==> src/rtl/alu_writeback_queue.sv <==
// -----------------------------------------------------------------------------
// alu_writeback_queue
//
// Purpose
//   Consumer end of the ALU result path. ALU results (with their destination
//   register) arrive over a valid/ready handshake and are held in a small
//   circular FIFO. The head entry is written to the register file in any cycle
//   where the write-port arbiter grants this block. A combinational forwarding
//   lookup searches all pending entries so decode can bypass results that have
//   not yet been written back. When several pending entries target the same
//   register, the youngest one wins.
//
// Parameters
//   DATA_W  result width
//   ADDR_W  register address width
//   DEPTH   FIFO entries. Must be a power of two and at least 2.
//
// Ports
//   CLK          in   rising-edge clock
//   RST          in   synchronous, active-high reset
//   IN_VALID     in   ALU result valid
//   IN_READY     out  queue can accept a result this cycle
//   RESULT       in   ALU result data
//   DEST         in   destination register
//   WB_GRANT     in   register-file write port granted this cycle
//   WE           out  register-file write enable
//   WADDR        out  register-file write address (0 when the queue is empty)
//   WDATA        out  register-file write data (0 when the queue is empty)
//   LOOKUP_ADDR  in   forwarding query address
//   FWD_HIT      out  a pending entry targets LOOKUP_ADDR
//   FWD_DATA     out  data of the youngest matching pending entry (0 on miss)
//   OCC          out  current entry count
//
// Build option
//   WB_ZERO_DISCARD_EN  When defined, results addressed to register 0 complete
//                       the handshake but are dropped. They are never stored,
//                       never written and never forwarded, and a lookup of
//                       register 0 always misses. When undefined, register 0
//                       is handled like any other register.
// -----------------------------------------------------------------------------
module alu_writeback_queue #(
  parameter int DATA_W = 16,
  parameter int ADDR_W = 3,
  parameter int DEPTH  = 2
) (
  input  logic                      CLK,
  input  logic                      RST,
  input  logic                      IN_VALID,
  output logic                      IN_READY,
  input  logic [DATA_W-1:0]         RESULT,
  input  logic [ADDR_W-1:0]         DEST,
  input  logic                      WB_GRANT,
  output logic                      WE,
  output logic [ADDR_W-1:0]         WADDR,
  output logic [DATA_W-1:0]         WDATA,
  input  logic [ADDR_W-1:0]         LOOKUP_ADDR,
  output logic                      FWD_HIT,
  output logic [DATA_W-1:0]         FWD_DATA,
  output logic [$clog2(DEPTH):0]    OCC
);

  localparam int PTR_W = $clog2(DEPTH);
  localparam int CNT_W = PTR_W + 1;

  // ---------------------------------------------------------------------------
  // State
  // ---------------------------------------------------------------------------
  logic [PTR_W-1:0]  head_q, head_d;
  logic [PTR_W-1:0]  tail_q, tail_d;
  logic [CNT_W-1:0]  count_q, count_d;

  // Entry storage is never reset. Valid entries are defined by head/count.
  logic [ADDR_W-1:0] dest_q [DEPTH];
  logic [DATA_W-1:0] data_q [DEPTH];

  // ---------------------------------------------------------------------------
  // Handshake and pop control
  // ---------------------------------------------------------------------------
  logic push;       // handshake completes this cycle
  logic store;      // the accepted result actually occupies an entry
  logic pop;        // head entry is written back this cycle
  logic not_empty;

  assign not_empty = (count_q != '0);

  // Readiness depends only on state and reset, never on IN_VALID.
  // A full queue stays not-ready even when it pops in the same cycle.
  assign IN_READY = !RST && (count_q < CNT_W'(DEPTH));
  assign push     = IN_VALID && IN_READY;

`ifdef WB_ZERO_DISCARD_EN
  assign store = push && (DEST != '0);
`else
  assign store = push;
`endif

  assign WE  = !RST && not_empty && WB_GRANT;
  assign pop = WE;

  // The write port shows the head entry whenever one exists. It stays stable
  // while the grant is withheld.
  assign WADDR = not_empty ? dest_q[head_q] : '0;
  assign WDATA = not_empty ? data_q[head_q] : '0;
  assign OCC   = count_q;

  // ---------------------------------------------------------------------------
  // Next-state logic
  // ---------------------------------------------------------------------------
  always_comb begin
    head_d  = head_q;
    tail_d  = tail_q;
    count_d = count_q;
    if (store) begin
      tail_d = tail_q + PTR_W'(1);
    end
    if (pop) begin
      head_d = head_q + PTR_W'(1);
    end
    case ({store, pop})
      2'b10:   count_d = count_q + CNT_W'(1);
      2'b01:   count_d = count_q - CNT_W'(1);
      default: count_d = count_q;
    endcase
  end

  always_ff @(posedge CLK) begin
    if (RST) begin
      head_q  <= '0;
      tail_q  <= '0;
      count_q <= '0;
    end else begin
      head_q  <= head_d;
      tail_q  <= tail_d;
      count_q <= count_d;
    end
  end

  // Entry write. No reset: after a reset, stale contents are unreachable
  // because count is zero.
  always_ff @(posedge CLK) begin
    if (store) begin
      dest_q[tail_q] <= DEST;
      data_q[tail_q] <= RESULT;
    end
  end

  // ---------------------------------------------------------------------------
  // Forwarding lookup
  //
  // Age of a slot is its distance from head. Age 0 is the oldest entry and
  // age count-1 is the youngest. A slot holds a pending entry when its age is
  // below count. The entry popped this cycle is still pending, because the
  // register file only takes the write at the next edge. An entry being
  // pushed this cycle is not yet visible.
  // ---------------------------------------------------------------------------
  logic [PTR_W-1:0] age   [DEPTH];
  logic [DEPTH-1:0] match;

  for (genvar gi = 0; gi < DEPTH; gi++) begin : g_entry
    // Modular subtraction over PTR_W bits handles pointer wrap.
    assign age[gi]   = PTR_W'(gi) - head_q;
    assign match[gi] = ({1'b0, age[gi]} < count_q) && (dest_q[gi] == LOOKUP_ADDR);
  end

  logic             fwd_hit_raw;
  logic [DATA_W-1:0] fwd_data_raw;
  logic [PTR_W-1:0] best_age;

  always_comb begin
    fwd_hit_raw  = 1'b0;
    fwd_data_raw = '0;
    best_age     = '0;
    for (int i = 0; i < DEPTH; i++) begin
      // Ages are unique, so keeping the largest age selects the youngest match.
      if (match[i] && (!fwd_hit_raw || (age[i] > best_age))) begin
        fwd_hit_raw  = 1'b1;
        best_age     = age[i];
        fwd_data_raw = data_q[i];
      end
    end
  end

  always_comb begin
    FWD_HIT  = fwd_hit_raw;
    FWD_DATA = fwd_data_raw;
    if (RST) begin
      FWD_HIT  = 1'b0;
      FWD_DATA = '0;
    end
`ifdef WB_ZERO_DISCARD_EN
    // Register 0 is never held, so a lookup of it always misses.
    if (LOOKUP_ADDR == '0) begin
      FWD_HIT  = 1'b0;
      FWD_DATA = '0;
    end
`endif
  end

endmodule

==> config.mk <==
export PLATFORM = sky130hd
export DESIGN_NAME = alu_writeback_queue
export DESIGN_NICKNAME = d
export VERILOG_FILES = /design/src/rtl/alu_writeback_queue.sv
export SDC_FILE = /design/constraint.sdc
export NUM_CORES = 1
export LEC_CHECK = 0
export ABC_CLOCK_PERIOD_IN_PS = 2600
export BUFFER_PORTS_ARGS = -buffer_cell sky130_fd_sc_hd__buf_2
export CAP_MARGIN = 20
export CORE_MARGIN = 3
export CORE_UTILIZATION = 51
export CTS_CLUSTER_SIZE = 30
export DETAILED_ROUTE_END_ITERATION = 8
export PLACE_DENSITY = 0.87
export REMOVE_ABC_BUFFERS = 1
export SYNTH_ARGS = -nofsm -noshare
export SYNTH_HDL_FRONTEND = slang
export SYNTH_SLANG_ARGS = --single-unit
export TNS_END_PERCENT = 50
==> constraint.sdc <==
create_clock -name CLK -period 2.6 [get_ports CLK]
set_clock_uncertainty 0.1 [all_clocks]
set_input_delay 0.52 -clock CLK [delete_from_list [all_inputs] [get_ports CLK]]
set_output_delay 0.52 -clock CLK [all_outputs]
set_load 0.02 [all_outputs]
======== After elaboration in Yosys (flattened, before gate mapping) ========
Memory sizes are Yosys's and may differ from the RTL's. A register that Yosys moved wholly into a read port is not among the register bits.
Index checks and enable logic that the tools add are counted.
storage, ports and cells
  memory bits (read-only) ................. 0
  memories kept ........................... 2
  latch bits .............................. 0
  bits in registers ....................... 4
  output and inout port bits .............. 40
  bits of input ports ..................... 26
  logic and storage cells ................. 47
  RAM bits ................................ 38
cells by class
  multiplexer cells ....................... 16
  bitwise logic cells ..................... 0
  reduce and logical (&&, ||, !) cells .... 12
  divide/modulo/power cells ............... 0
  shift operators ......................... 0
  equal/unequal tests ..................... 4
  $mul .................................... 0
  $add $sub $neg .......................... 6
  $lt $le $gt $ge ......................... 4
memories
  name    depth  width  read ports  clocked after memory_dff  write ports  line  RTL
  data_q  2      16     3           1                         1            74    logic [DATA_W-1:0] data_q [DEPTH];
  dest_q  2      3      3           1                         1            73    logic [ADDR_W-1:0] dest_q [DEPTH];
operator list
  operator             number
  $mux 16              4
  $mux 1               10
  $logic_and 1x1->1    7
  $eq 3x3->1           2
  $lt 1x2->1           2
  $pmux 2 s2           1
  $reduce_bool 2->1    2
  $mux 3               1
  $add 1x1->1 const B  2
  $add 2x1->2 const B  1
  $eq 2x1->1 const B   1
  $eq 2x2->1 const B   1
  $logic_not 1->1      2
  $lt 2x2->1 const B   1
  $sub 1x1->1 const A  2
  $sub 2x1->2 const B  1
  $gt 1x1->1           1
  $logic_or 1x1->1     1

======== Logic depth before layout (Yosys ltp) ========
  depth in word-level cells ............... 9
  depth in mapped cells ................... 7
  depth with buffers taken out ............ 6

======== Least setup slack after synthesis ========
Ideal clock, no wire load.
  kind .................................... in2out
  start point ............................. input LOOKUP_ADDR[0]
  end point ............................... output FWD_DATA[0]
  stages .................................. 4
  setup slack ............................. -18 ps
  arrival time ............................ 1998 ps
  path buffers ............................ 1
  required time ........................... 1980 ps
  path through ............................ xor2_1 o41ai_4 buf_6 mux2i_1
on the way
  word-level cells in the longest chain between the ends .. 8
  elaborated cells between the ends (all ways) .. 13
  classes of those cells .................. 1 x order compare; 2 x eq/ne; 5 x mux; 5 x reduce/logical
ends and longest elaborated chain
  element                                        line  RTL
  from (decl)                                    56    input logic [ADDR_W-1:0] LOOKUP_ADDR,
  $eq 3x3->1                                     162   assign match[gi] = ({1'b0, age[gi]} < count_q) && (dest_q[gi] == LOOKUP_ADDR);
  $logic_and 1x1->1                              162
  $mux 1                                         175   if (match[i] && (!fwd_hit_raw || (age[i] > best_age))) begin
  $gt 1x1->1 or $logic_not 1->1 (tied branches)  175
  $logic_or 1x1->1                               175
  $logic_and 1x1->1                              175
  $mux 16 *                                      175
  $mux 16 *                                      186   if (RST) begin
  to (decl)                                      58    output logic [DATA_W-1:0] FWD_DATA,
Mark *: on every way between the ends. The rest lies on a longest branch, timed or not.

==> results.py <==
metrics = {
    "routing": {
        "avgRoutedWirePerCell_um": 14.94,
        "ant_nets": 0,
        "dr.first_iter.drc_count": 76,
        "first_pass_iters": 4,
        "routed_wl_um": 4421,
        "vias": 1547,
        "route.detailed.drc": 0,
        "viasPerCell": 5.226,
    },
    "placement": {
        "dpl_worst_slack_ns": 0.08509,
        "postPlaceCellArea_um2": 2625,
        "hpwl_um": 3136,
        "place_congestion": 0.7816,
        "port_buffers": 65,
        "placed_cells": 285,
    },
    "worst_setup_path": {
        "critPathRequiredTime_ns": 1.98,
        "cp-end-kind": "output port",
        "cp.arrival_ns": 2.01,
        "rr_worst_depth": 5,
        "worst-path-max-fanout": 8,
        "path_class": "flip-flop to output port",
        "rr_endpoint": "OCC[1]$_SDFFE_PP0P_",
        "regToRegStartpoint": "OCC[0]$_SDFFE_PP0P_",
        "reg2reg_slack_ns": 0.75,
        "cp-start-kind": "flip-flop",
    },
    "pwr": {
        "ir_drop_mv": 0.4111,
        "p_sw_mw": 0.4579,
        "seqPwrFrac_pct": 48.8,
        "pwr-share-clk_pct": 28.7,
        "p_per_area_nw_per_um2": 591.1,
        "internal_power_mw": 1.222,
        "p_leak_nw": 1.211,
        "comb_power_share_pct": 22.6,
        "sw_frac_of_total_pct": 27.26,
    },
    "yosys": {
        "synth_top_area_share_pct": 51.53,
        "ys_seq_elements": 43,
        "synth_cell_type_count": 24,
        "ys_seq_area_share_pct": 56.05,
        "synthTopCellsByArea": "edfxtp_1 52%, mux2i_1 16%, nand3b_1 5.4%",
        "netlist_instances": 174,
        "synthesis.area_um2": 2215,
        "yosys_warnings": 0,
        "yosys.area.top_type": "edfxtp_1",
        "synth_area_per_cell_um2": 12.73,
    },
    "global_routing": {
        "grt_pass1_vias": 1638,
        "grt_max_degree": 41,
        "antenna_found_initial": 0,
        "gr-total-overflow": 0,
        "track_usage_pct": 17.80,
        "grt_pass1_wl_um": 7224,
    },
    "flow_run": {
        "maxCapViolations": 0,
    },
    "min_path": {
        "worstHoldPathCells": 1,
        "hold_path_class": "input port to flip-flop",
        "min_from": "RESULT[13]",
        "holdPathEnd": "data_q[0][13]$_DFFE_PP_",
    },
    "cts": {
        "cts_buffers": 5,
        "cts-root-buf": "clkbuf_8",
        "cts_sinks": 43,
        "clock_path_buffers": 2,
        "clk_pin_slew_ns": 0.07,
        "ctsHtreeMaxLevel": 2,
        "cts_tree": "yes",
        "ctsHoldBuffers": 0,
        "insertion_delay_ns": 0.28,
    },
    "sta": {
        "fin_hold_ws_ns": 0.3216,
        "tns_ns": -0.1551,
        "setup_slack_ns": -0.03144,
        "hold_viol": 0,
        "layout_worst_path_cycle_share_pct": 101.2,
        "maxSlewViolCount": 0,
        "setup_viol": 11,
        "tightest_slew_ns": 0.5101,
        "slew_headroom_pct": 65.99,
        "period_needed_ns": 2.631,
        "grt_setup_unrepaired": "yes",
        "fmax_mhz": 380.0,
    },
    "die": {
        "core_um2": 4086,
        "dieArea_um2": 5169,
        "dieHeight_um": 71.90,
        "pin_count": 66,
        "die_width_um": 71.90,
        "rows": 23,
        "start_util_pct": 54.19,
    },
    "finish": {
        "finalNonFillerCells": 296,
        "layout-drive-gt1-share_pct": 36.99,
        "antenna_cells": 0,
        "nets": 272,
        "syn2layout_area_growth_pct": 28.31,
        "fin_area_um2": 2841,
    },
    "outcome": {
        "status": "finished with violations",
        "violations": "negative setup slack",
    },
}
-- critical path, stage by stage (launching register included) --
cell and delay (ns):
edfxtp_1 0.45, xor2_2 0.21, a2111oi_4 0.35, buf_6 0.18
clkbuf_16 0.15, nand3b_1 0.08, mux2i_1 0.15, buf_4 0.17
-- worst max path at each step --
stage / startpoint / to / slack, ns / depth (start not counted)
CTS: dest_q[0][0]$_DFFE_PP_ / FWD_DATA[12] / 0.005 / 6
finish: dest_q[0][0]$_DFFE_PP_ / FWD_DATA[15] / -0.03 / 7
global placement: LOOKUP_ADDR[0] / FWD_DATA[1] / 0.11 / 6
floorplan: LOOKUP_ADDR[0] / FWD_DATA[0] / -0.25 / 3
global route: dest_q[0][0]$_DFFE_PP_ / FWD_DATA[10] / -0.16 / 7
detailed placement: LOOKUP_ADDR[2] / FWD_DATA[12] / 0.09 / 7
-- through the flow --
stage,power (mW),util (%)
floorplan,1.061,-
global placement,1.191,64.24
detailed placement,1.203,64.24
CTS,1.681,66.90
global route,1.768,69.53
finish,1.680,69.53
-- layer usage --
metal | up-vias | global-route usage (%) | share of wire [%]
met2 | 36 | 33.06 | 56
met3 | 8 | 3.601 | 4.0
met1 | 740 | 20.09 | 39
met4 | 0 | 6.472 | 1.6
met5 | - | 0 | 0
li1 | 763 | - | -
-- cells by family after synthesis --
kind of cell / share of synthesized area (%)
buffers and inverters: 2.768
xor gates and xnor gates: 4.294
and+or+nand+nor: 17.12
DFF: 56.05
AOI/OAI and AO/OA: 3.390
muxes: 15.82
adders and majority gates: 0.5649
-- placed cells by master, fill, tap and decap left out, drive strengths merged --
master   instances
a2111oi          1
ha               1
buf             73
clkbuf           7
xnor2            1
mux2i           35
and3             1
or3              1
inv              1
nand2b          17
nor2            29
dfxtp            5
edfxtp          38
bufinv           1
nand2            2
clkinv           2
nand3b          16
a21oi            2
xor2             9
o21ai            2
o41ai            1
nor4             1
-- synth_stat cells (all sizes together) --
master / count
and3: 1
xnor2: 1
o21ai: 2
mux2i: 35
buf: 6
nand3b: 16
nand2b: 17
a21oi: 2
inv: 1
clkbuf: 5
o41ai: 1
or3: 1
nand2: 2
edfxtp: 38
nor4: 1
ha: 1
a2111oi: 1
nor2: 29
xor2: 9
dfxtp: 5
-- registers in the layout, summed over array words and instances, names as in the netlist, named ones only --
register / cells
OCC: 2
data_q: 32
dest_q: 6
head_q: 1
tail_q: 1
-- power groups by stage --
stage | registers, mW | clock network [mW] | logic, mW
finish | 0.819 | 0.482 | 0.379
global route | 0.824 | 0.534 | 0.410
CTS | 0.818 | 0.493 | 0.370
detailed placement | 0.833 | 0 | 0.370
global placement | 0.831 | 0 | 0.361
floorplan | 0.848 | 0 | 0.213
-- cell type report --
| cell class | count | area (um^2) |
|---|---|---|
| Timing Repair Buffer | 75 | 501.7 |
| Fill cell | 295 | 1245 |
| Clock inverter | 3 | 38.79 |
| Sequential cell | 43 | 1244 |
| Clock buffer | 5 | 68.82 |
| Tap cell | 50 | 62.56 |
| Multi-Input combinational cell | 119 | 922.1 |
| Inverter | 1 | 3.754 |
-- repair_timing --
item,4_1_cts,5_1_grt
gates resized for setup,1,18
setup endpoints to repair,4,16
pin swaps,1,2
buffers inserted,0,1
gates cloned,0,2
Power figures use the tool's default switching activity.
